==> src/rtl/hbridge_cmd_driver.sv <==
// H-bridge command driver: synchronises the four-line command bus, decodes a
// per-channel command, and runs two independent channel FSMs that enforce dead
// time on unsafe transitions and soft-start the PWM duty.

module hbridge_channel #(
    parameter int PWM_BITS      = 8,
    parameter int DEADTIME_CYC  = 50000,
    parameter int RAMP_STEP_CYC = 19531
) (
    input  logic                clk1,
    input  logic                rst_n,
    input  logic [1:0]          cmd,
    input  logic [PWM_BITS-1:0] pwm_cnt,
    input  logic [PWM_BITS-1:0] duty_max,
    output logic                p,
    output logic                n,
    output logic                en,
    output logic                deadtime_nxt,
    output logic                brake_nxt
);
    localparam int DT_W   = $clog2(DEADTIME_CYC + 1);
    localparam int RAMP_W = $clog2(RAMP_STEP_CYC + 1);
    localparam logic [DT_W-1:0]   DT_LAST   = DT_W'(DEADTIME_CYC - 1);
    localparam logic [RAMP_W-1:0] RAMP_LAST = RAMP_W'(RAMP_STEP_CYC - 1);

    typedef enum logic [1:0] {
        CMD_COAST = 2'b00,
        CMD_REV   = 2'b01,
        CMD_FWD   = 2'b10,
        CMD_BRAKE = 2'b11
    } cmd_t;

    typedef enum logic [1:0] {ST_COAST, ST_BRAKE, ST_DEADTIME, ST_DRIVE} state_t;
    typedef enum logic {DIR_FWD, DIR_REV} dir_t;

    cmd_t                cmd_e;
    dir_t                cmd_dir;
    logic                drive_cmd;
    state_t              state, state_nxt;
    dir_t                dir, dir_nxt;
    logic [DT_W-1:0]     dt_tmr, dt_tmr_nxt;
    logic [RAMP_W-1:0]   ramp_tmr;
    logic [PWM_BITS-1:0] duty;
    logic                en_cmp;

    assign cmd_e     = cmd_t'(cmd);
    assign cmd_dir   = (cmd_e == CMD_FWD) ? DIR_FWD : DIR_REV;
    assign drive_cmd = (cmd_e == CMD_FWD) || (cmd_e == CMD_REV);

    // State, direction and dead-time timer registers.
    // NOTE: reset is asynchronous so the bridge is released the instant rst_n
    // drops, independent of whether clk1 is running.
    always_ff @(posedge clk1 or negedge rst_n) begin
        if (!rst_n) begin
            state  <= ST_COAST;
            dir    <= DIR_FWD;
            dt_tmr <= '0;
        end else begin
            // NOTE: non-blocking assignments keep every register sampling the
            // pre-edge values, whatever order the statements appear in.
            state  <= state_nxt;
            dir    <= dir_nxt;
            dt_tmr <= dt_tmr_nxt;
        end
    end

    // Next-state logic: brake/coast commands always win over timer expiry.
    always_comb begin
        // NOTE: hold-current defaults first, so no path leaves a variable
        // unassigned and no latch is inferred.
        state_nxt  = state;
        dir_nxt    = dir;
        dt_tmr_nxt = dt_tmr;
        case (state)
            ST_COAST: begin
                if (cmd_e == CMD_BRAKE) begin
                    state_nxt = ST_BRAKE;
                end else if (drive_cmd) begin
                    state_nxt = ST_DRIVE;
                    dir_nxt   = cmd_dir;
                end
            end
            ST_BRAKE: begin
                if (cmd_e == CMD_COAST) begin
                    state_nxt = ST_COAST;
                end else if (drive_cmd) begin
                    state_nxt  = ST_DEADTIME;
                    dir_nxt    = cmd_dir;
                    dt_tmr_nxt = '0;
                end
            end
            ST_DEADTIME: begin
                if (cmd_e == CMD_BRAKE) begin
                    state_nxt = ST_BRAKE;
                end else if (cmd_e == CMD_COAST) begin
                    state_nxt = ST_COAST;
                end else begin
                    // A new direction only retargets; the dead time keeps running.
                    dir_nxt = cmd_dir;
                    if (dt_tmr == DT_LAST) begin
                        state_nxt = ST_DRIVE;
                    end else begin
                        dt_tmr_nxt = dt_tmr + DT_W'(1);
                    end
                end
            end
            ST_DRIVE: begin
                if (cmd_e == CMD_BRAKE) begin
                    state_nxt = ST_BRAKE;
                end else if (cmd_e == CMD_COAST) begin
                    state_nxt = ST_COAST;
                end else if (cmd_dir != dir) begin
                    state_nxt  = ST_DEADTIME;
                    dir_nxt    = cmd_dir;
                    dt_tmr_nxt = '0;
                end
            end
            default: state_nxt = ST_COAST;
        endcase
    end

    // Soft-start ramp: duty climbs only while staying in DRIVE, else restarts at 0.
    always_ff @(posedge clk1 or negedge rst_n) begin
        if (!rst_n) begin
            duty     <= '0;
            ramp_tmr <= '0;
        end else if (state == ST_DRIVE && state_nxt == ST_DRIVE) begin
            if (duty > duty_max) begin
                duty <= duty_max;
            end else if (ramp_tmr == RAMP_LAST) begin
                ramp_tmr <= '0;
                if (duty < duty_max) begin
                    duty <= duty + PWM_BITS'(1);
                end
            end else begin
                ramp_tmr <= ramp_tmr + RAMP_W'(1);
            end
        end else begin
            duty     <= '0;
            ramp_tmr <= '0;
        end
    end

    // Registered PWM compare so en is glitch-free.
    always_ff @(posedge clk1 or negedge rst_n) begin
        if (!rst_n) begin
            en_cmp <= 1'b0;
        end else begin
            en_cmp <= (pwm_cnt < duty);
        end
    end

    // Pin drive per state; p and n are only both high in BRAKE.
    always_comb begin
        p  = 1'b0;
        n  = 1'b0;
        en = 1'b0;
        case (state)
            ST_BRAKE: begin
                p  = 1'b1;
                n  = 1'b1;
                en = 1'b1;
            end
            ST_DRIVE: begin
                p  = (dir == DIR_FWD);
                n  = (dir == DIR_REV);
                en = en_cmp;
            end
            default: ;
        endcase
    end

    assign deadtime_nxt = (state_nxt == ST_DEADTIME);
    assign brake_nxt    = (state_nxt == ST_BRAKE);
endmodule

module hbridge_cmd_driver #(
    parameter int PWM_BITS      = 8,
    parameter int DEADTIME_CYC  = 50000,
    parameter int RAMP_STEP_CYC = 19531
) (
    input  logic                clk1,
    input  logic                rst_n,
    input  logic                in_1,
    input  logic                in_2,
    input  logic                in_3,
    input  logic                in_4,
    input  logic [PWM_BITS-1:0] duty_max,
    output logic                a_p,
    output logic                a_n,
    output logic                en_a,
    output logic                b_p,
    output logic                b_n,
    output logic                en_b,
    output logic                busy,
    output logic                braking
);
    logic [3:0]          sync_q1, sync_q2;
    logic [1:0]          cmd_a, cmd_b;
    logic [PWM_BITS-1:0] pwm_cnt;
    logic                a_dt_nxt, a_brk_nxt, b_dt_nxt, b_brk_nxt;

    // Two-flop synchroniser on the asynchronous command pins.
    always_ff @(posedge clk1 or negedge rst_n) begin
        if (!rst_n) begin
            sync_q1 <= '0;
            sync_q2 <= '0;
        end else begin
            sync_q1 <= {in_4, in_3, in_2, in_1};
            sync_q2 <= sync_q1;
        end
    end

    // Registered decode: A is (in_1,in_2), B is (in_4,in_3).
    always_ff @(posedge clk1 or negedge rst_n) begin
        if (!rst_n) begin
            cmd_a <= '0;
            cmd_b <= '0;
        end else begin
            cmd_a <= {sync_q2[0], sync_q2[1]};
            cmd_b <= {sync_q2[3], sync_q2[2]};
        end
    end

    // Free-running PWM counter shared by both channels.
    always_ff @(posedge clk1 or negedge rst_n) begin
        if (!rst_n) begin
            pwm_cnt <= '0;
        end else begin
            pwm_cnt <= pwm_cnt + PWM_BITS'(1);
        end
    end

    // Status flags registered from next state so they line up with the pins.
    always_ff @(posedge clk1 or negedge rst_n) begin
        if (!rst_n) begin
            busy    <= 1'b0;
            braking <= 1'b0;
        end else begin
            busy    <= a_dt_nxt | b_dt_nxt;
            braking <= a_brk_nxt | b_brk_nxt;
        end
    end

    hbridge_channel #(
        .PWM_BITS     (PWM_BITS),
        .DEADTIME_CYC (DEADTIME_CYC),
        .RAMP_STEP_CYC(RAMP_STEP_CYC)
    ) u_chan_a (
        .clk1        (clk1),
        .rst_n       (rst_n),
        .cmd         (cmd_a),
        .pwm_cnt     (pwm_cnt),
        .duty_max    (duty_max),
        .p           (a_p),
        .n           (a_n),
        .en          (en_a),
        .deadtime_nxt(a_dt_nxt),
        .brake_nxt   (a_brk_nxt)
    );

    hbridge_channel #(
        .PWM_BITS     (PWM_BITS),
        .DEADTIME_CYC (DEADTIME_CYC),
        .RAMP_STEP_CYC(RAMP_STEP_CYC)
    ) u_chan_b (
        .clk1        (clk1),
        .rst_n       (rst_n),
        .cmd         (cmd_b),
        .pwm_cnt     (pwm_cnt),
        .duty_max    (duty_max),
        .p           (b_p),
        .n           (b_n),
        .en          (en_b),
        .deadtime_nxt(b_dt_nxt),
        .brake_nxt   (b_brk_nxt)
    );
endmodule

==> config.mk <==
export PLATFORM = sky130hd
export DESIGN_NAME = hbridge_cmd_driver
export DESIGN_NICKNAME = d
export VERILOG_FILES = /design/src/rtl/hbridge_cmd_driver.sv
export SDC_FILE = /design/constraint.sdc
export NUM_CORES = 1
export LEC_CHECK = 0
export ABC_CLOCK_PERIOD_IN_PS = 6800
export CAP_MARGIN = 10
export CORE_ASPECT_RATIO = 1.1
export CORE_MARGIN = 4
export CORE_UTILIZATION = 28
export CTS_CLUSTER_SIZE = 10
export DETAILED_ROUTE_END_ITERATION = 12
export HOLD_SLACK_MARGIN = 0.02
export PLACE_DENSITY = 0.5
export SLEW_MARGIN = 10
export SYNTH_ARGS = -nofsm -noshare
export SYNTH_HDL_FRONTEND = slang
export SYNTH_HIERARCHICAL = 1
export SYNTH_SLANG_ARGS = --single-unit
==> constraint.sdc <==
create_clock -name clk1 -period 6.8 [get_ports clk1]
set_input_delay 1.02 -clock clk1 [delete_from_list [all_inputs] [get_ports clk1]]
set_output_delay 1.02 -clock clk1 [all_outputs]
set_load 0.02 [all_outputs]
* Yosys cells after proc, flatten, opt, wreduce, memory -nomap -nowiden
Index checks and enable logic that the tools add are counted.
** Storage, ports and cells
- Register bits :: 108
- Input port bits :: 14
- Output and inout bits :: 8
- Logic and storage cells :: 180
** Cells by class
- Add/subtract/negate cells :: 7
- Magnitude comparators :: 6
- Eq/ne operators :: 48
- Muxes and demuxes :: 80
- Bitwise logic cells :: 4
- Reductions and logical operators :: 16
** Operator list (number)
- 16-bit 2-to-1 mux :: 16
- 16-bit case mux with 3 select lines :: 2
- 15-bit 2-to-1 mux :: 6
- 8-bit 2-to-1 mux :: 8
- 2-bit 2-to-1 mux :: 20
- 16-bit by 1-bit adder with 16-bit output (second input constant) :: 2
- 16-bit equality test (second input constant) :: 2
- 8-bit < comparator :: 4
- 2-bit != test (second input constant) :: 16
- 15-bit by 1-bit adder with 15-bit output (second input constant) :: 2
- 15-bit equality test (second input constant) :: 2
- 8-bit by 1-bit adder with 8-bit output (second input constant) :: 3
- 2-bit equality test (second input constant) :: 12
- 1-bit 2-to-1 mux :: 18
- 9-bit AND reduction :: 2
- 8-bit greater-than comparator :: 2
- 2-bit case mux with 4 select lines :: 2
- 7-bit AND reduction :: 2
- 2-bit by 1-bit equality test with 1-bit output (second input constant) :: 6
- 3-bit != test (second input constant) :: 4
- 1-bit case mux with 2 select lines :: 6
- 2-bit zero test :: 4
- 2-bit by 1-bit != test with 1-bit output (second input constant) :: 4
- 1-bit case mux with 4 select lines :: 2
- 7 further kinds :: 14

* Logic depth before layout (Yosys ltp)
Gate-level depths: netlist of the first run.
- Depth after elaboration :: 11
- Depth in mapped cells :: 11
- Depth with buffers taken out :: 9

* Cells and area by module
The synthesis of the first run kept the hierarchy.
** Modules (own cells, without submodules)
- hbridge_channel at u_chan_a :: instances 1, cells an instance 336, area each 3131.8 µm², sequential area each 1076.0 µm²
- hbridge_channel at u_chan_b :: instances 1, cells an instance 346, area each 2995.4 µm², sequential area each 1076.0 µm²
- hbridge_cmd_driver :: instances 1, cells an instance 39, area each 674.4 µm², sequential area each 550.5 µm²

* Least setup slack after synthesis of the first run
OpenSTA, ideal clock, no wires.
- Path type :: in2reg
- Start :: input duty_max[5]
- End :: register u_chan_b.ramp_tmr[7]
- Library setup time :: 79 ps
- Arrival :: 2712 ps
- Data required time :: 6721 ps
- Setup slack :: 4009 ps
- Stages :: 10
- Path buffers :: 2
- Path through :: inv_1 ha_1 a211oi_1 o21ba_2 nor2_1 nor4_2 buf_4 buf_4 nand3_1 mux2i_1
** On the way
- Cells in the longest elaborated chain, start to end :: 2
** Ends and longest elaborated chain
- start, declared :: line 188 : input logic [PWM_BITS-1:0] duty_max,
- 8-bit greater-than comparator :: line 128 : if (duty > duty_max) begin
- 2-bit != test (no line)
- end signal, assigned :: line 136 : ramp_tmr <= ramp_tmr + RAMP_W'(1);
- end, declared :: line 42 : logic [RAMP_W-1:0] ramp_tmr;
Every way passes these cells.
A chain may end at the register's enable or synchronous reset.

* Worst setup path in the final report of the first run
- Start :: input duty_max[5]
- End :: register u_chan_b.duty[7]
** On the way
- Cells in the longest elaborated chain, start to end :: 3
- Elaborated cells between the ends (all ways) :: 7
** Ends and longest elaborated chain
- 8-bit greater-than comparator or 8-bit < comparator (tied branches) :: line 128, 132
- 3-bit != test (no line) or 8-bit 2-to-1 mux (tied branches)
- 2-bit AND reduction (no line) or 8-bit 2-to-1 mux (tied branches)
- end signal, assigned :: line 129 : duty <= duty_max;
- end signal, assigned :: line 133 : duty <= duty + PWM_BITS'(1);
- end, declared :: line 43 : logic [PWM_BITS-1:0] duty;
Parallel ways exist; a longest one is shown, timed or not.

==> flow_metrics.env, run 1 <==
export IMPL_status="complete, no violations"
export IMPL_place_inst=1034
export IMPL_portBuffers=21
export IMPL_clockBufferDepth=2
export IMPL_synth_enable_flop_cells=0
export IMPL_vias_per_cell=4.985
export IMPL_post_cts_buffers=0
export IMPL_nets=799
export IMPL_cts_tree="done"
export IMPL_synth_seq_cells=108
export IMPL_wl_mm=15.11
export IMPL_setup_violations_final=0
export IMPL_antenna_found_initial=0
export IMPL_root_buffer="clkbuf_16"
export IMPL_required_ns=7.07
export IMPL_start_util=0.2861
export IMPL_critPathLaunchType="primary input"
export IMPL_grt_pass1_vias=5056
export IMPL_cts_hold_buf=0
export IMPL_synth_cells=721
export IMPL_area_delta_synth_final_pct=12.01
export IMPL_ys_async_sr_fraction=1.000
export IMPL_vias=5234
export IMPL_rows=59
export IMPL_cts_max_level=3
export IMPL_criticalPathCategory="primary input to flip-flop"
export IMPL_core_um2=23770
export IMPL_numClockSinks=108
export IMPL_vdd_drop_max_mv=0.1103
export IMPL_die_w_um=156.6
export IMPL_crit_path_end_kind="flip-flop"
export IMPL_grt_max_degree=66
export IMPL_fin_crit_ns=3.429
export IMPL_rsz0062_at_grt="false"
export IMPL_yosysTopAreaCell="dfrtp_1"
export IMPL_path_clk_slew_ns=0.07
export IMPL_worst_ep_arrival_time_ns=3.70
export IMPL_setup_worst_path_start="duty_max[5]"
export IMPL_crit_fanout=17
export IMPL_synth_top_area_frac=0.3974
export IMPL_fin_setup_tns_ns=0
export IMPL_dieHeight_um=171.5
export IMPL_relSlewSlack=0.2892
export IMPL_synthTopCellsByArea="dfrtp_1 40%, ha_1 8.3%, xnor2_1 4.0%, a21oi_1 3.8%, inv_1 3.3%"
export IMPL_finalCritPeriodShare=0.5042
export IMPL_worst_pin_slew_ns=1.066
export IMPL_avgSynthCellArea_um2=9.433
export IMPL_cts_resized=0
export IMPL_hold_path_class="flip-flop to flip-flop"
export IMPL_power_density_nw_per_um2=230.7
export IMPL_maxSlewViolCount=0
export IMPL_grt_pass1_wl_mm=25.71
export IMPL_yosysUniqueCellTypes=79
export IMPL_total_power_mw=1.758
export IMPL_skew_ns=0.01044
export IMPL_post_drt_wl_per_cell_um=14.39
export IMPL_fin_cells=1050
export IMPL_insertion_delay_ns=0.35
export IMPL_synth_fp_nets=780
export IMPL_syn_area_um2=6802
export IMPL_leakagePower_nw=3.053
export IMPL_hold_viol_final=0
export IMPL_drive_above_1_share=0.1047
export IMPL_min_from="sync_q1[2]$_DFF_PN0_"
export IMPL_track_usage=0.1160
export IMPL_hpwlAfterDp_mm=11.05
export IMPL_drc=0
export IMPL_ios=22
export IMPL_yosysWarnings=6
export IMPL_drtIter0Drc=355
export IMPL_fp_dieArea_um2=26850
export IMPL_seq_area_frac_synth=0.3974
export IMPL_grt_overflow=0
export IMPL_drtPass1Iterations=5
export IMPL_r2r_start="u_chan_b/dt_tmr[0]$_DFFE_PN0P_"
export IMPL_synthFlopType="dfrtp_1"
export IMPL_ant_nets=0
export IMPL_gp_congestion=0.7888
export IMPL_antennaDiodeCount=0
export IMPL_max_freq_mhz=291.7
export IMPL_cts_inserted_buffers=9
export IMPL_drv_cap=0
[through the flow]
stage	hold slack, ns	setup WS (ns)	instance area, um2	utilization
after global placement	0.3325	2.972	7308	0.3075
after CTS	0.3523	3.349	7619	0.3205
final	0.3496	3.371	7619	0.3205
after detailed placement	0.3347	2.987	7308	0.3075
after global routing	0.3572	3.018	7619	0.3205
after floorplan	0.3312	4.009	6802	-
[flip-flops by register name, indices dropped and copies added, names as in the netlist, 8 cells and up]
register,cells
u_chan_a/ramp_tmr,15
u_chan_b/duty,8
pwm_cnt,8
u_chan_a/duty,8
u_chan_b/dt_tmr,16
u_chan_a/dt_tmr,16
u_chan_b/ramp_tmr,15
[cell usage in the layout (no fill, tap or decap), types with 7 or more instances in the layout]
| cell | netlist | final |
|---|---|---|
| xnor2_1 | 31 | 31 |
| or4_1 | 7 | 7 |
| clkbuf_16 | 0 | 9 |
| inv_1 | 60 | 60 |
| nand3_1 | 40 | 40 |
| nor4_1 | 12 | 12 |
| nand2_1 | 30 | 30 |
| nor2b_1 | 9 | 9 |
| nor3_1 | 19 | 19 |
| nor4_2 | 7 | 7 |
| clkdlybuf4s50_1 | 0 | 20 |
| dfrtp_1 | 108 | 108 |
| buf_4 | 5 | 8 |
| a21oi_1 | 52 | 52 |
| o21ai_0 | 40 | 40 |
| or3_1 | 12 | 12 |
| nand4_1 | 21 | 21 |
| and3_1 | 12 | 12 |
| nor2_1 | 49 | 49 |
| a21o_1 | 12 | 12 |
| o21a_1 | 10 | 10 |
| ha_1 | 45 | 45 |
[synth_stat cells (all sizes together), types with 10 or more instances]
library cell  number
a21o              12
a21oi             54
and3              14
buf               13
dfrtp            108
ha                45
inv               61
nand2             33
nand3             40
nand4             23
nor2              50
nor2b             10
nor3              22
nor4              20
o21a              10
o21ai             48
or3               12
xnor2             32
[kinds of logic after synthesis]
kind of cell	Yosys count	share of synthesized area
flops	108	0.3974
xor+xnor	35	0.04617
mux	12	0.02042
simple gates	272	0.2414
buf+inv	81	0.05353
fa+ha+maj	45	0.08278
compound gates	168	0.1584
[where the power goes]
part / switching [mW] / total (mW) / leakage, nW / internal, mW
combinational: 0.276 / 0.469 / 1.46 / 0.194
clock: 0.253 / 0.553 / 0.151 / 0.300
sequential: 0.0553 / 0.736 / 1.45 / 0.680
total: 0.584 / 1.76 / 3.05 / 1.17
[cell type report]
class / instances / area (um2)
flip-flops and latches: 108 / 2703
repair buffers: 28 / 260.3
clock buffers: 10 / 239.0
multi-input cells: 532 / 3735
well taps: 305 / 381.6
inverters: 61 / 229.0
fillers: 2514 / 16150
clock inverters: 6 / 71.32
[layer usage]
layer | routed length, um | global-route usage | vias up
met4 | 158 | 0.03019 | 0
met2 | 6919 | 0.1867 | 52
met3 | 336 | 0.01686 | 8
li1 | - | - | 2648
met1 | 7697 | 0.1640 | 2526
met5 | 0 | 0 | -
[critical path: stages]
cell             delay (ns)
clkdlybuf4s50_1        0.53
inv_1                  0.06
ha_1                   0.30
a211oi_1               0.28
o21ba_2                0.24
nor2_1                 0.08
nor2_1                 0.77
o21ai_0                0.24
a21oi_1                0.17
[final timing paths]
path                                                     end  slack [ns]  cells past startpoint
min in group asynchronous  u_chan_b/ramp_tmr[10]$_DFFE_PN0P_        0.68                      1
max in group asynchronous   u_chan_a/ramp_tmr[3]$_DFFE_PN0P_        4.88                      2
max                             u_chan_b/duty[7]$_DFFE_PN0P_        3.37                      9
max reg2reg                   u_chan_b/dt_tmr[9]$_DFFE_PN0P_        4.03                      7
min reg2reg                             sync_q2[2]$_DFF_PN0_        0.35                      0
min                                     sync_q2[2]$_DFF_PN0_        0.35                      0
(Power assumes the default switching activity.)
==> inputs of run 2 (changes only) <==
Settings changed: ABC_CLOCK_PERIOD_IN_PS 6800 to 3200.
Clock period 6.8 ns to 3.2 ns, I/O delays scaled along.
==> flow_metrics.env, run 2 (synthesis gave the netlist of run 1 again) <==
export IMPL_relSlewSlack=0.3922
export IMPL_ios=22
export IMPL_grt_pass1_vias=5067
export IMPL_nets=808
export IMPL_place_inst=1043
export IMPL_path_clk_slew_ns=0.08
export IMPL_antenna_found_initial=0
export IMPL_skew_ns=0.008482
export IMPL_power_density_nw_per_um2=487.8
export IMPL_cts_tree="done"
export IMPL_leakagePower_nw=3.098
export IMPL_rsz0062_at_grt="false"
export IMPL_fin_crit_ns=2.650
export IMPL_critPathLaunchType="flip-flop"
export IMPL_finalCritPeriodShare=0.8280
export IMPL_fin_setup_tns_ns=0
export IMPL_hold_viol_final=0
export IMPL_reg_top3="u_chan_a/dt_tmr: 16 flops, u_chan_b/dt_tmr: 16 flops"
export IMPL_ant_nets=0
export IMPL_track_usage=0.1185
export IMPL_wl_mm=15.27
export IMPL_die_w_um=156.6
export IMPL_clockBufferDepth=2
export IMPL_worst_pin_slew_ns=0.9116
export IMPL_drtIter0Drc=360
export IMPL_setup_worst_path_start="cmd_b[0]$_DFF_PN0_"
export IMPL_gp_congestion=0.7903
export IMPL_cts_resized=0
export IMPL_grt_pass1_wl_mm=26.10
export IMPL_r2r_start="cmd_b[0]$_DFF_PN0_"
export IMPL_root_buffer="clkbuf_16"
export IMPL_vias=5232
export IMPL_cts_hold_buf=0
export IMPL_fin_cells=1059
export IMPL_post_drt_wl_per_cell_um=14.41
export IMPL_area_delta_synth_final_pct=13.13
export IMPL_crit_path_end_kind="flip-flop"
export IMPL_status="complete, no violations"
export IMPL_max_freq_mhz=377.4
export IMPL_rows=59
export IMPL_vias_per_cell=4.941
export IMPL_fp_dieArea_um2=26850
export IMPL_post_cts_buffers=0
export IMPL_final_common_cell="dfrtp_1"
export IMPL_criticalPathCategory="flip-flop to flip-flop"
export IMPL_worst_ep_arrival_time_ns=2.93
export IMPL_core_um2=23770
export IMPL_drtPass1Iterations=7
export IMPL_crit_fanout=18
export IMPL_final_cell_mix="108 x dfrtp_1, 60 x inv_1, 52 x a21oi_1"
export IMPL_cts_max_level=3
export IMPL_required_ns=3.48
export IMPL_grt_max_degree=70
export IMPL_antennaDiodeCount=0
export IMPL_holdWs_ns=0.2388
export IMPL_hpwlAfterDp_mm=11.21
export IMPL_cts_inserted_buffers=9
export IMPL_insertion_delay_ns=0.35
export IMPL_grt_overflow=0
export IMPL_fill_cells=2483
export IMPL_setup_violations_final=0
export IMPL_maxSlewViolCount=0
export IMPL_vdd_drop_max_mv=0.2760
export IMPL_dieHeight_um=171.5
export IMPL_drc=0
export IMPL_drv_cap=0
export IMPL_hold_path_class="primary input to asynchronous set/reset pin"
export IMPL_portBuffers=21
export IMPL_numClockSinks=108
export IMPL_drive_above_1_share=0.1154
export IMPL_total_power_mw=3.754
export IMPL_start_util=0.2861
==> run 2: cell types whose count changed in the layout (fill, tap and decap cells not counted) <==
cell	previous run	this run
buf_12	0	1
clkbuf_8	1	0
inv_6	1	3
buf_4	8	16
clkinvlp_4	1	0
==> run 2: metrics by stage <==
stage          setup WS, ns  utilization  area, um2
2_1_floorplan        0.8700            -       6802
3_3_place_gp         0.3154       0.3108       7388
3_5_place_dp         0.2913       0.3108       7388
4_1_cts              0.5060       0.3237       7695
5_1_grt              0.3106       0.3237       7695
6_report             0.5504       0.3237       7695
==> run 2: path summary, 6_finish.rpt <==
path / end / slack [ns] / depth (start not counted)
worst max-delay path: u_chan_b/dt_tmr[9]$_DFFE_PN0P_ / 0.55 / 8
worst min-delay path: u_chan_b/ramp_tmr[8]$_DFFE_PN0P_ / 0.24 / 1
worst max register to register: u_chan_b/dt_tmr[9]$_DFFE_PN0P_ / 0.55 / 8
worst min register to register: cmd_b[1]$_DFF_PN0_ / 0.35 / 0
max in group asynchronous: u_chan_a/state[1]$_DFF_PN0_ / 2.18 / 2
min in group clk1: cmd_b[1]$_DFF_PN0_ / 0.35 / 0
==> run 2: worst max-delay path, cell delays in order (launching register included) <==
cell      delay [ns]
dfrtp_1         0.36
inv_1           0.06
ha_1            0.23
nand2b_2        0.24
o21a_1          0.13
o22a_1          0.25
or3_1           0.57
or4_1           0.57
a21oi_1         0.16
==> run 2: cell type report <==
class | instances | area (um2) | area share
Multi-Input combinational cell | 532 | 3735 | 0.4854
Clock inverter | 7 | 81.33 | 0.01057
Sequential cell | 108 | 2703 | 0.3512
Timing Repair Buffer | 37 | 340.3 | 0.04423
Inverter | 61 | 229.0 | 0.02976
Clock buffer | 9 | 225.2 | 0.02927
Tap cell | 305 | 381.6 | 0.04959
==> run 2: layer usage <==
metal / GRT usage / share of wire / up-vias
met5: 0 / 0 / -
met4: 0.03962 / 0.013 / 0
met3: 0.01309 / 0.023 / 11
met2: 0.1854 / 0.45 / 61
met1: 0.1709 / 0.52 / 2492
li1: - / - / 2668
==> run 2: report_power, final <==
part | total (mW) | switching, mW | internal (mW) | leakage [nW]
registers | 1.56 | 0.114 | 1.45 | 1.45
clock network | 1.17 | 0.551 | 0.622 | 0.153
logic | 1.02 | 0.584 | 0.436 | 1.50
==> inputs of run 3 (changes only) <==
Settings changed: ABC_CLOCK_PERIOD_IN_PS 3200 to 2380, PLACE_DENSITY 0.5 to 0.51.
Clock period 3.2 ns to 2.38 ns, I/O delays scaled along.
==> flow_metrics.env, run 3 (synthesis gave the netlist of run 1 again) <==
export IMPL_grt_overflow=0
export IMPL_drive_above_1_share=0.2051
export IMPL_met1_usage=0.1675
export IMPL_grt_use_met2=0.1893
export IMPL_critPathLaunchType="flip-flop"
export IMPL_setup_violations_final=0
export IMPL_grt_pass1_vias=5324
export IMPL_numClockSinks=108
export IMPL_final_common_cell="dfrtp_1"
export IMPL_path_clk_slew_ns=0.07
export IMPL_cts_inserted_buffers=9
export IMPL_crit_path_end_kind="flip-flop"
export IMPL_drtPass1Iterations=4
export IMPL_root_buffer="clkbuf_16"
export IMPL_core_um2=23770
export IMPL_die_w_um=156.6
export IMPL_clockBufferDepth=2
export IMPL_track_usage=0.1197
export IMPL_status="complete, no violations"
export IMPL_rrSetupSlack_ns=0.04
export IMPL_dieHeight_um=171.5
export IMPL_maxSlewViolCount=0
export IMPL_reg2regPathDepth=9
export IMPL_vias_per_cell=4.922
export IMPL_skew_ns=0.005471
export IMPL_max_freq_mhz=426.7
export IMPL_relSlewSlack=0.6376
export IMPL_worst_ep_arrival_time_ns=2.63
export IMPL_post_drt_wl_per_cell_um=13.98
export IMPL_worst_pin_slew_ns=0.5386
export IMPL_ant_nets=0
export IMPL_antenna_found_initial=0
export IMPL_place_inst=1108
export IMPL_final_util=0.3490
export IMPL_area_delta_synth_final_pct=21.98
export IMPL_nets=874
export IMPL_gp_congestion=0.8211
export IMPL_fill_cells=2490
export IMPL_vdd_drop_max_mv=0.2932
export IMPL_insertion_delay_ns=0.35
export IMPL_grt_pass1_wl_mm=26.48
export IMPL_cts_tree="done"
export IMPL_crit_fanout=8
export IMPL_power_density_nw_per_um2=626.3
export IMPL_criticalPathCategory="flip-flop to flip-flop"
export IMPL_finalCritPeriodShare=0.9847
export IMPL_cts_max_level=3
export IMPL_final_cell_mix="108 x dfrtp_1, 77 x buf_4, 58 x inv_1"
export IMPL_grt_most_used_layer="met2"
export IMPL_start_util=0.2861
export IMPL_rsz0062_at_grt="true"
export IMPL_r2r_start="cmd_b[0]$_DFF_PN0_"
export IMPL_r2r_end="u_chan_b/dt_tmr[8]$_DFFE_PN0P_"
export IMPL_wl_mm=15.71
export IMPL_fin_crit_ns=2.344
export IMPL_hold_path_class="flip-flop to flip-flop"
export IMPL_drc=0
export IMPL_antennaDiodeCount=0
export IMPL_setup_worst_path_start="cmd_b[0]$_DFF_PN0_"
export IMPL_min_path_cells=0
export IMPL_fp_dieArea_um2=26850
export IMPL_leakagePower_nw=3.477
export IMPL_required_ns=2.66
export IMPL_hpwlAfterDp_mm=11.84
export IMPL_vias=5532
export IMPL_place_worst_setup_slack_ns=-0.3886
export IMPL_reg_top3="u_chan_a/dt_tmr: 16 flops, u_chan_b/dt_tmr: 16 flops"
export IMPL_fin_cells=1124
export IMPL_rows=59
export IMPL_fin_setup_tns_ns=0
export IMPL_endpoint="u_chan_b/dt_tmr[8]$_DFFE_PN0P_"
export IMPL_grt_use_met3=0.01988
export IMPL_fin_ws_ns=0.03635
export IMPL_drtIter0Drc=284
export IMPL_portBuffers=21
export IMPL_hold_viol_final=0
export IMPL_grt_max_degree=59
export IMPL_ios=22
export IMPL_drv_cap=0
==> run 3: changes by cell type in the layout (fill, tap and decap cells not counted), sizes merged <==
cell / before / now
buf: 17 / 82
dlymetal6s2s: 0 / 5
clkdlybuf4s50: 20 / 15
bufinv: 1 / 0
inv: 65 / 63
dlygate4sd3: 0 / 1
clkinv: 2 / 3
clkinvlp: 0 / 1
==> run 3: repair_timing <==
item	in CTS	in global routing
hold endpoints to repair	19	0
buffers inserted	0	0
hold buffers	1	0
pin swaps	3	8
gates resized for setup	4	26
setup endpoints to repair	8	44
==> run 3: cell type report <==
cell class / count / area [um2] / area share
Multi-Input combinational cell: 532 / 3835 / 0.4622
Timing Repair Buffer: 103 / 883.3 / 0.1065
Clock inverter: 6 / 40.04 / 0.004826
Tap cell: 305 / 381.6 / 0.04600
Inverter: 61 / 229.0 / 0.02760
Sequential cell: 108 / 2703 / 0.3257
Clock buffer: 9 / 225.2 / 0.02715
==> run 3: worst max-delay path: stages, from the launching register on <==
cell and delay (ns):
dfrtp_1 0.39, inv_2 0.08, ha_2 0.21, xnor2_2 0.13, o21ai_2 0.06, a22o_2 0.24, or3_4 0.38, buf_6 0.14
or4_4 0.48, a21oi_2 0.15
==> run 3: how the worst min path moves through the flow <==
stage                              start                          endpoint
global placement                   rst_n  u_chan_b/ramp_tmr[8]$_DFFE_PN0P_
detailed placement                 rst_n  u_chan_b/ramp_tmr[8]$_DFFE_PN0P_
CTS                 sync_q1[2]$_DFF_PN0_              sync_q2[2]$_DFF_PN0_
finish              sync_q2[3]$_DFF_PN0_                cmd_b[1]$_DFF_PN0_
floorplan                          rst_n                 braking$_DFF_PN0_
global route        sync_q1[2]$_DFF_PN0_              sync_q2[2]$_DFF_PN0_
==> run 3: metrics by stage <==
stage                     area (um2)  hold slack [ns]  power (mW)
after floorplan                 6802          0.06141       3.098
after global placement          7901           0.2815       3.787
after detailed placement        7901           0.2794       3.785
after CTS                       8198           0.3522       5.263
after global routing            8297           0.3557       5.506
final                           8297           0.3487       5.197
==> run 3: power breakdown <==
part	leakage, nW	internal (mW)	switching, mW
clock network	0.132	0.707	0.709
registers	1.45	1.94	0.122
logic	1.90	0.823	0.890
total	3.48	3.48	1.72
==> run 3: per-layer routing <==
layer / part of all wire / wire length (um) / vias up
met3: 0.028 / 446 / 18
met1: 0.50 / 7869 / 2655
met2: 0.45 / 7138 / 75
met4: 0.016 / 256 / 0
li1: - / - / 2784
met5: 0 / 0 / -
